## config.mk

```make
export PLATFORM = sky130hd
export DESIGN_NAME = fc_mac_acc
export DESIGN_NICKNAME = d
export VERILOG_FILES = /design/src/rtl/fc_mac_acc.sv
export SDC_FILE = /design/constraint.sdc
export NUM_CORES = 1
export LEC_CHECK = 0
export BUFFER_PORTS_ARGS = -buffer_cell sky130_fd_sc_hd__clkbuf_2
export CORE_MARGIN = 8
export CORE_UTILIZATION = 40
export DETAILED_ROUTE_END_ITERATION = 10
export PLACE_DENSITY_LB_ADDON = 0.2
export SLEW_MARGIN = 5
export SYNTH_ARGS = -nofsm -noshare
export SYNTH_HDL_FRONTEND = slang
export SYNTH_SLANG_ARGS = --single-unit
```

## constraint.sdc

```tcl
create_clock -name clk -period 6.7 [get_ports clk]
set_input_delay 0.67 -clock clk [delete_from_list [all_inputs] [get_ports clk]]
set_output_delay 0.67 -clock clk [all_outputs]
set_load 0.02 [all_outputs]
```

## src/rtl/fc_mac_acc.sv

```systemverilog
// Purpose : streaming MAC for the FC layer -- bias + sum of IN_LEN signed products per neuron.
// Latency : valid_out rises 2 clocks after the edge that samples a neuron's last pair.
// Backpr. : none; downstream always accepts, one pair per clock sustained.
//
// Ports:
//   clk, rst_n            clock, synchronous active-low reset
//   valid_in              qualifies data_in / weight_in / bias_in
//   data_in, weight_in    signed DW-bit activation and weight
//   bias_in               signed 32-bit bias, taken on the first pair of a neuron
//   data_out              signed 32-bit neuron sum, held until the next result
//   valid_out             one-cycle result strobe
//   neuron_idx            index of the neuron on data_out
//   layer_done            pulses with valid_out of neuron NUM_OUT-1
//   busy                  high while a layer pass is in progress
//
// Build option: define FC_MAC_ACC_SAT_EN to widen the accumulator and clamp the
// result to the 32-bit signed range instead of wrapping modulo 2^32.
module fc_mac_acc #(
  parameter int IN_LEN  = 48,
  parameter int NUM_OUT = 10,
  parameter int DW      = 8,
  localparam int IW     = (NUM_OUT > 1) ? $clog2(NUM_OUT) : 1,
  localparam int CW     = $clog2(IN_LEN)
) (
  input  logic                 clk,
  input  logic                 rst_n,
  input  logic                 valid_in,
  input  logic signed [DW-1:0] data_in,
  input  logic signed [DW-1:0] weight_in,
  input  logic signed [31:0]   bias_in,
  output logic signed [31:0]   data_out,
  output logic                 valid_out,
  output logic [IW-1:0]        neuron_idx,
  output logic                 layer_done,
  output logic                 busy
);

`ifdef FC_MAC_ACC_SAT_EN
  // Headroom for IN_LEN products on top of a full-range bias, so no partial sum wraps.
  localparam int ACC_W = 32 + $clog2(IN_LEN) + 1;
`else
  localparam int ACC_W = 32;
`endif

  typedef enum logic {IDLE = 1'b0, BUSY = 1'b1} state_t;

  state_t state_q, state_d;

  logic [CW-1:0]            in_cnt;
  logic [IW-1:0]            out_cnt;
  logic signed [2*DW-1:0]   p;
  logic                     p_valid;
  logic                     p_first;
  logic                     p_last;
  logic signed [31:0]       bias_q;
  logic signed [ACC_W-1:0]  acc;
  logic                     r_valid;   // acc holds a finished neuron sum
  logic [31:0]              acc_res;
  logic                     last_neuron;

  logic signed [ACC_W-1:0]  p_ext;
  logic signed [ACC_W-1:0]  b_ext;

  assign p_ext       = ACC_W'(p);
  assign b_ext       = ACC_W'(bias_q);
  assign last_neuron = (out_cnt == IW'(NUM_OUT - 1));

  // Stage 1: product register plus first/last tags for the accumulator.
  always_ff @(posedge clk) begin
    if (!rst_n) begin
      in_cnt  <= '0;
      p       <= '0;
      p_valid <= 1'b0;
      p_first <= 1'b0;
      p_last  <= 1'b0;
      bias_q  <= '0;
    end else begin
      p_valid <= valid_in;
      if (valid_in) begin
        p       <= (2*DW)'(data_in) * (2*DW)'(weight_in);
        p_first <= (in_cnt == '0);
        p_last  <= (in_cnt == CW'(IN_LEN - 1));
        if (in_cnt == '0) begin
          bias_q <= bias_in;
        end
        in_cnt  <= (in_cnt == CW'(IN_LEN - 1)) ? '0 : in_cnt + CW'(1);
      end
    end
  end

  // Stage 2: accumulate; the first product of a neuron restarts from the bias.
  always_ff @(posedge clk) begin
    if (!rst_n) begin
      acc     <= '0;
      r_valid <= 1'b0;
    end else begin
      r_valid <= p_valid && p_last;
      if (p_valid) begin
        acc <= (p_first ? b_ext : acc) + p_ext;
      end
    end
  end

`ifdef FC_MAC_ACC_SAT_EN
  // In range only when every bit from 31 upward equals the sign.
  logic [ACC_W-32:0] acc_hi;
  assign acc_hi = acc[ACC_W-1:31];
  always_comb begin
    acc_res = acc[31:0];
    if (!((&acc_hi) || !(|acc_hi))) begin
      acc_res = acc[ACC_W-1] ? 32'h8000_0000 : 32'h7FFF_FFFF;
    end
  end
`else
  assign acc_res = acc[31:0];
`endif

  // Stage 3: result register; data_out / neuron_idx hold between results.
  always_ff @(posedge clk) begin
    if (!rst_n) begin
      data_out   <= '0;
      valid_out  <= 1'b0;
      neuron_idx <= '0;
      layer_done <= 1'b0;
      out_cnt    <= '0;
    end else begin
      valid_out  <= r_valid;
      layer_done <= r_valid && last_neuron;
      if (r_valid) begin
        data_out   <= acc_res;
        neuron_idx <= out_cnt;
        out_cnt    <= last_neuron ? '0 : out_cnt + IW'(1);
      end
    end
  end

  always_ff @(posedge clk) begin
    if (!rst_n) begin
      state_q <= IDLE;
    end else begin
      state_q <= state_d;
    end
  end

  // Leaving BUSY coincides with the edge that raises valid_out for the last neuron.
  always_comb begin
    state_d = state_q;
    case (state_q)
      IDLE: if (valid_in) state_d = BUSY;
      BUSY: if (r_valid && last_neuron) state_d = IDLE;
      default: state_d = IDLE;
    endcase
  end

  assign busy = (state_q == BUSY);

endmodule
```

==> metrics.md <==
| Metric | Value |
|---|---|
| Status | `complete, no violations` |
| Minimum clock period | `4.59 ns` |
| Synthesis-stage register bit count | `about 130` |
| Setup Fix Bufs, Post-CTS | `0` |
| Post-synth EDFFs | `0` |
| DIE AREA | `0.0286 mm2` |
| Antenna cells | `0` |
| Initial DRC Count | `351` |
| Setup_tns | `0 ns` |
| CP required | `7.01 ns` |
| Async set-reset flop share out of synthesis | `0` |
| Routed length per instance | `14.9 um` |
| Syn Nets | `1,194` |
| Core ar. | `0.0233 mm2` |
| Dpl hpwl | `16,000 um` |
| IO buf count | `89` |
| Fmax | `0.218 GHz` |
| Final setup viols | `0` |
| Reg2reg end | `acc[29]$_SDFFE_PN0P_` |
| Root Driver | `clkbuf_16` |
| H-tree levels | `4` |
| Dominant synthesized flop cell | `dfxtp_1` |
| Max IR drop VDD | `0.000210 V` |
| GRT Resource Usage Total | `0.153` |
| Synthesized instance count | `1,025` |
| Hold Buf Count CTS | `0` |
| Initial antenna violation count | `0` |
| CP startpoint | `weight_in[4]` |
| Global route overflow | `0` |
| Max-cap check violation count | `0` |
| I/O Pins | `90` |
| Synth warn | `0` |
| Crit share post-route | `0.685` |
| Post-cts sizing count | `0` |
| Final Util | `0.459` |
| RSZ-0062 raised after global routing | `false` |
| Clk buf depth | `2` |
| Worst-Skew Late Latency | `0.43 ns` |
| DRC | `0` |
| Final Max Tran Viols | `0` |
| Min-Delay Path Class | `reg2reg` |
| Vias per inst | `4.99` |
| Total Wirelength | `21,300 um` |
| Mapped Area | `0.00938 mm2` |
| Startpoint types | `input pin` |
| TritonCTS clock tree | `done` |
| Clk slew on worst S/H paths | `0.06 ns` |
| Largest net degree at the start of global routing | `84` |
| DR vias | `7,118` |
| Layout cells sized above 1 | `0.159` |
| Starting Density | `0.403` |
| P per Cell Area | `293 mW/mm2` |
| Area growth from synthesis to layout | `13.9%` |
| CP arrival | `4.90 ns` |
| Vias in the first global route | `7,198` |
| Worst r2r src | `p_first$_SDFFE_PN0P_` |
| Pre-antenna DRT Iters | `4` |
| Netlist cell types | `~60` |
| Worst-path maximum fanout | `8` |
| Die height | `169 um` |
| Antenna Violating Nets Remaining | `0` |
| Final Hold Fails | `0` |
| Std cell rows | `56` |
| CP Capture Type | `flop` |
| Slew at the pin closest to its max-slew limit | `0.950 ns` |
| Worst hold path depth | `2` |
| FF-to-FF setup slack | `2.67 ns` |
| CTS Buf Count | `17` |
| Pleak | `4.70 nW` |
| Sink Count | `~130` |
| Die extent in x | `between 150 and 200 um` |
| Placer congestion estimate | `0.877` |
| Global-route wire length before repair | `35,600 um` |
| Slew Limit Headroom | `0.365` |
| Setup Crit Path Kind | `in2reg` |
| Clk_skew | `0.00990 ns` |
| Mean Syn Cell Area | `9.15 um2` |
| Sequential-to-total area share from yosys stat | `0.284` |
| Net count reported at finish | `around 1,300` |
| Crit path to | `p[14]$_SDFFE_PN0P_` |
| R2R depth | `11` |
## routing by layer
| metal | share of wire | up-vias | track usage |
|---|---|---|---|
| met3 | 0.043 | 13 | 0.0382 |
| li1 | - | 3595 | - |
| met2 | 0.44 | 120 | 0.238 |
| met1 | 0.51 | 3390 | 0.210 |
| met4 | 0.0097 | 0 | 0.0369 |
| met5 | 0 | - | 0 |
## Yosys cell counts, types with 17 or more instances
cell	number	share of area
a21boi_0	38	0.030
a21o_1	17	0.014
a21oi_1	33	0.018
and2_1	52	0.035
clkbuf_1	38	0.015
dfxtp_1	133	0.28
fa_1	56	0.12
ha_1	62	0.083
inv_1	89	0.036
mux2_2	32	0.038
mux2i_1	59	0.063
nand2_1	122	0.049
nor2b_1	74	0.049
o21ai_0	32	0.017
xnor2_1	33	0.031
## per-stage QoR
step	hold slack [ns]	instances	power (mW)	setup slack (ns)	instance area, um2
floorplan	0.436	1025	1.95	2.01	9380
global placement	0.451	1395	2.23	1.73	10100
global route	0.471	1426	3.39	1.90	10700
finish	0.463	1426	3.13	2.11	10700
detailed placement	0.458	1395	2.24	1.68	10100
CTS	0.460	1426	3.17	2.11	10700
## how the worst min path moves through the flow
stage	to	from
final	b_ext[3]$_SDFFE_PN0P_	b_ext[3]$_SDFFE_PN0P_
after floorplan	acc[26]$_SDFFE_PN0P_	acc[26]$_SDFFE_PN0P_
after global placement	b_ext[12]$_SDFFE_PN0P_	b_ext[12]$_SDFFE_PN0P_
after global routing	b_ext[22]$_SDFFE_PN0P_	bias_in[22]
after CTS	b_ext[30]$_SDFFE_PN0P_	bias_in[30]
after detailed placement	b_ext[23]$_SDFFE_PN0P_	b_ext[23]$_SDFFE_PN0P_
## cell families after synthesis
logic type      Yosys count  share of synthesized area
compound gates          187                      0.140
xor+xnor                 49                     0.0458
fa+ha+maj               118                      0.202
buf+inv                 134                     0.0538
flops                   133                      0.284
mux                      91                      0.101
simple gates            313                      0.173
## power by group
| part | internal, mW | leakage, nW | switching (mW) |
|---|---|---|---|
| Sequential | 0.857 | 1.08 | 0.0611 |
| Clock | 0.557 | 0.273 | 0.359 |
| Combinational | 0.576 | 3.34 | 0.719 |
## placed cells by master (no fill, tap or decap), types with 5 or more instances in the layout
cell / synthesis / layout
a21oi_1: 33 / 33
fa_1: 56 / 56
o21ai_0: 32 / 32
nand2_1: 122 / 122
nand3_1: 9 / 9
nand2b_1: 8 / 8
mux2_2: 32 / 32
nor3_1: 10 / 10
a31oi_1: 6 / 6
o211ai_1: 5 / 5
and3_1: 5 / 5
and2_1: 52 / 52
nor2b_1: 74 / 74
a21o_1: 17 / 17
mux2i_1: 59 / 59
clkbuf_2: 0 / 88
inv_1: 89 / 89
o21ai_1: 7 / 7
dfxtp_1: 133 / 132
nand4_1: 8 / 8
o211a_1: 8 / 8
clkbuf_16: 0 / 17
a21boi_0: 38 / 38
nor2_1: 12 / 12
buf_4: 0 / 8
ha_1: 62 / 62
xnor2_1: 33 / 33
o21a_1: 7 / 7
xor2_1: 16 / 16
## sequential cells by signal (all words and copies together) (netlist names)
register	flops
acc	32
b_ext	32
busy	1
data_out	32
in_cnt	6
layer_done	1
neuron_idx	4
out_cnt	4
p	16
p_first	1
p_last	1
p_valid	1
r_valid	1
valid_out	1
## cell type report
type / instances / area [um2]
well taps: 319 / 399
inverters: 89 / 334
fillers: 2352 / 12600
clock buffers: 20 / 447
multi-input cells: 758 / 6210
flip-flops and latches: 133 / 2660
repair buffers: 96 / 500
clock inverters: 11 / 128
## worst max-delay path, stage by stage
cell	delay, ns
clkbuf_2	0.15
and2_1	0.20
fa_1	0.53
inv_1	0.05
fa_1	0.47
inv_1	0.05
fa_1	0.52
inv_1	0.05
fa_1	0.52
inv_1	0.04
ha_1	0.31
o21ai_0	0.09
nand2b_1	0.10
a21o_1	0.20
a31o_2	0.25
a41oi_1	0.26
mux2i_1	0.11
a311o_1	0.32
(Power assumes the default switching activity.)
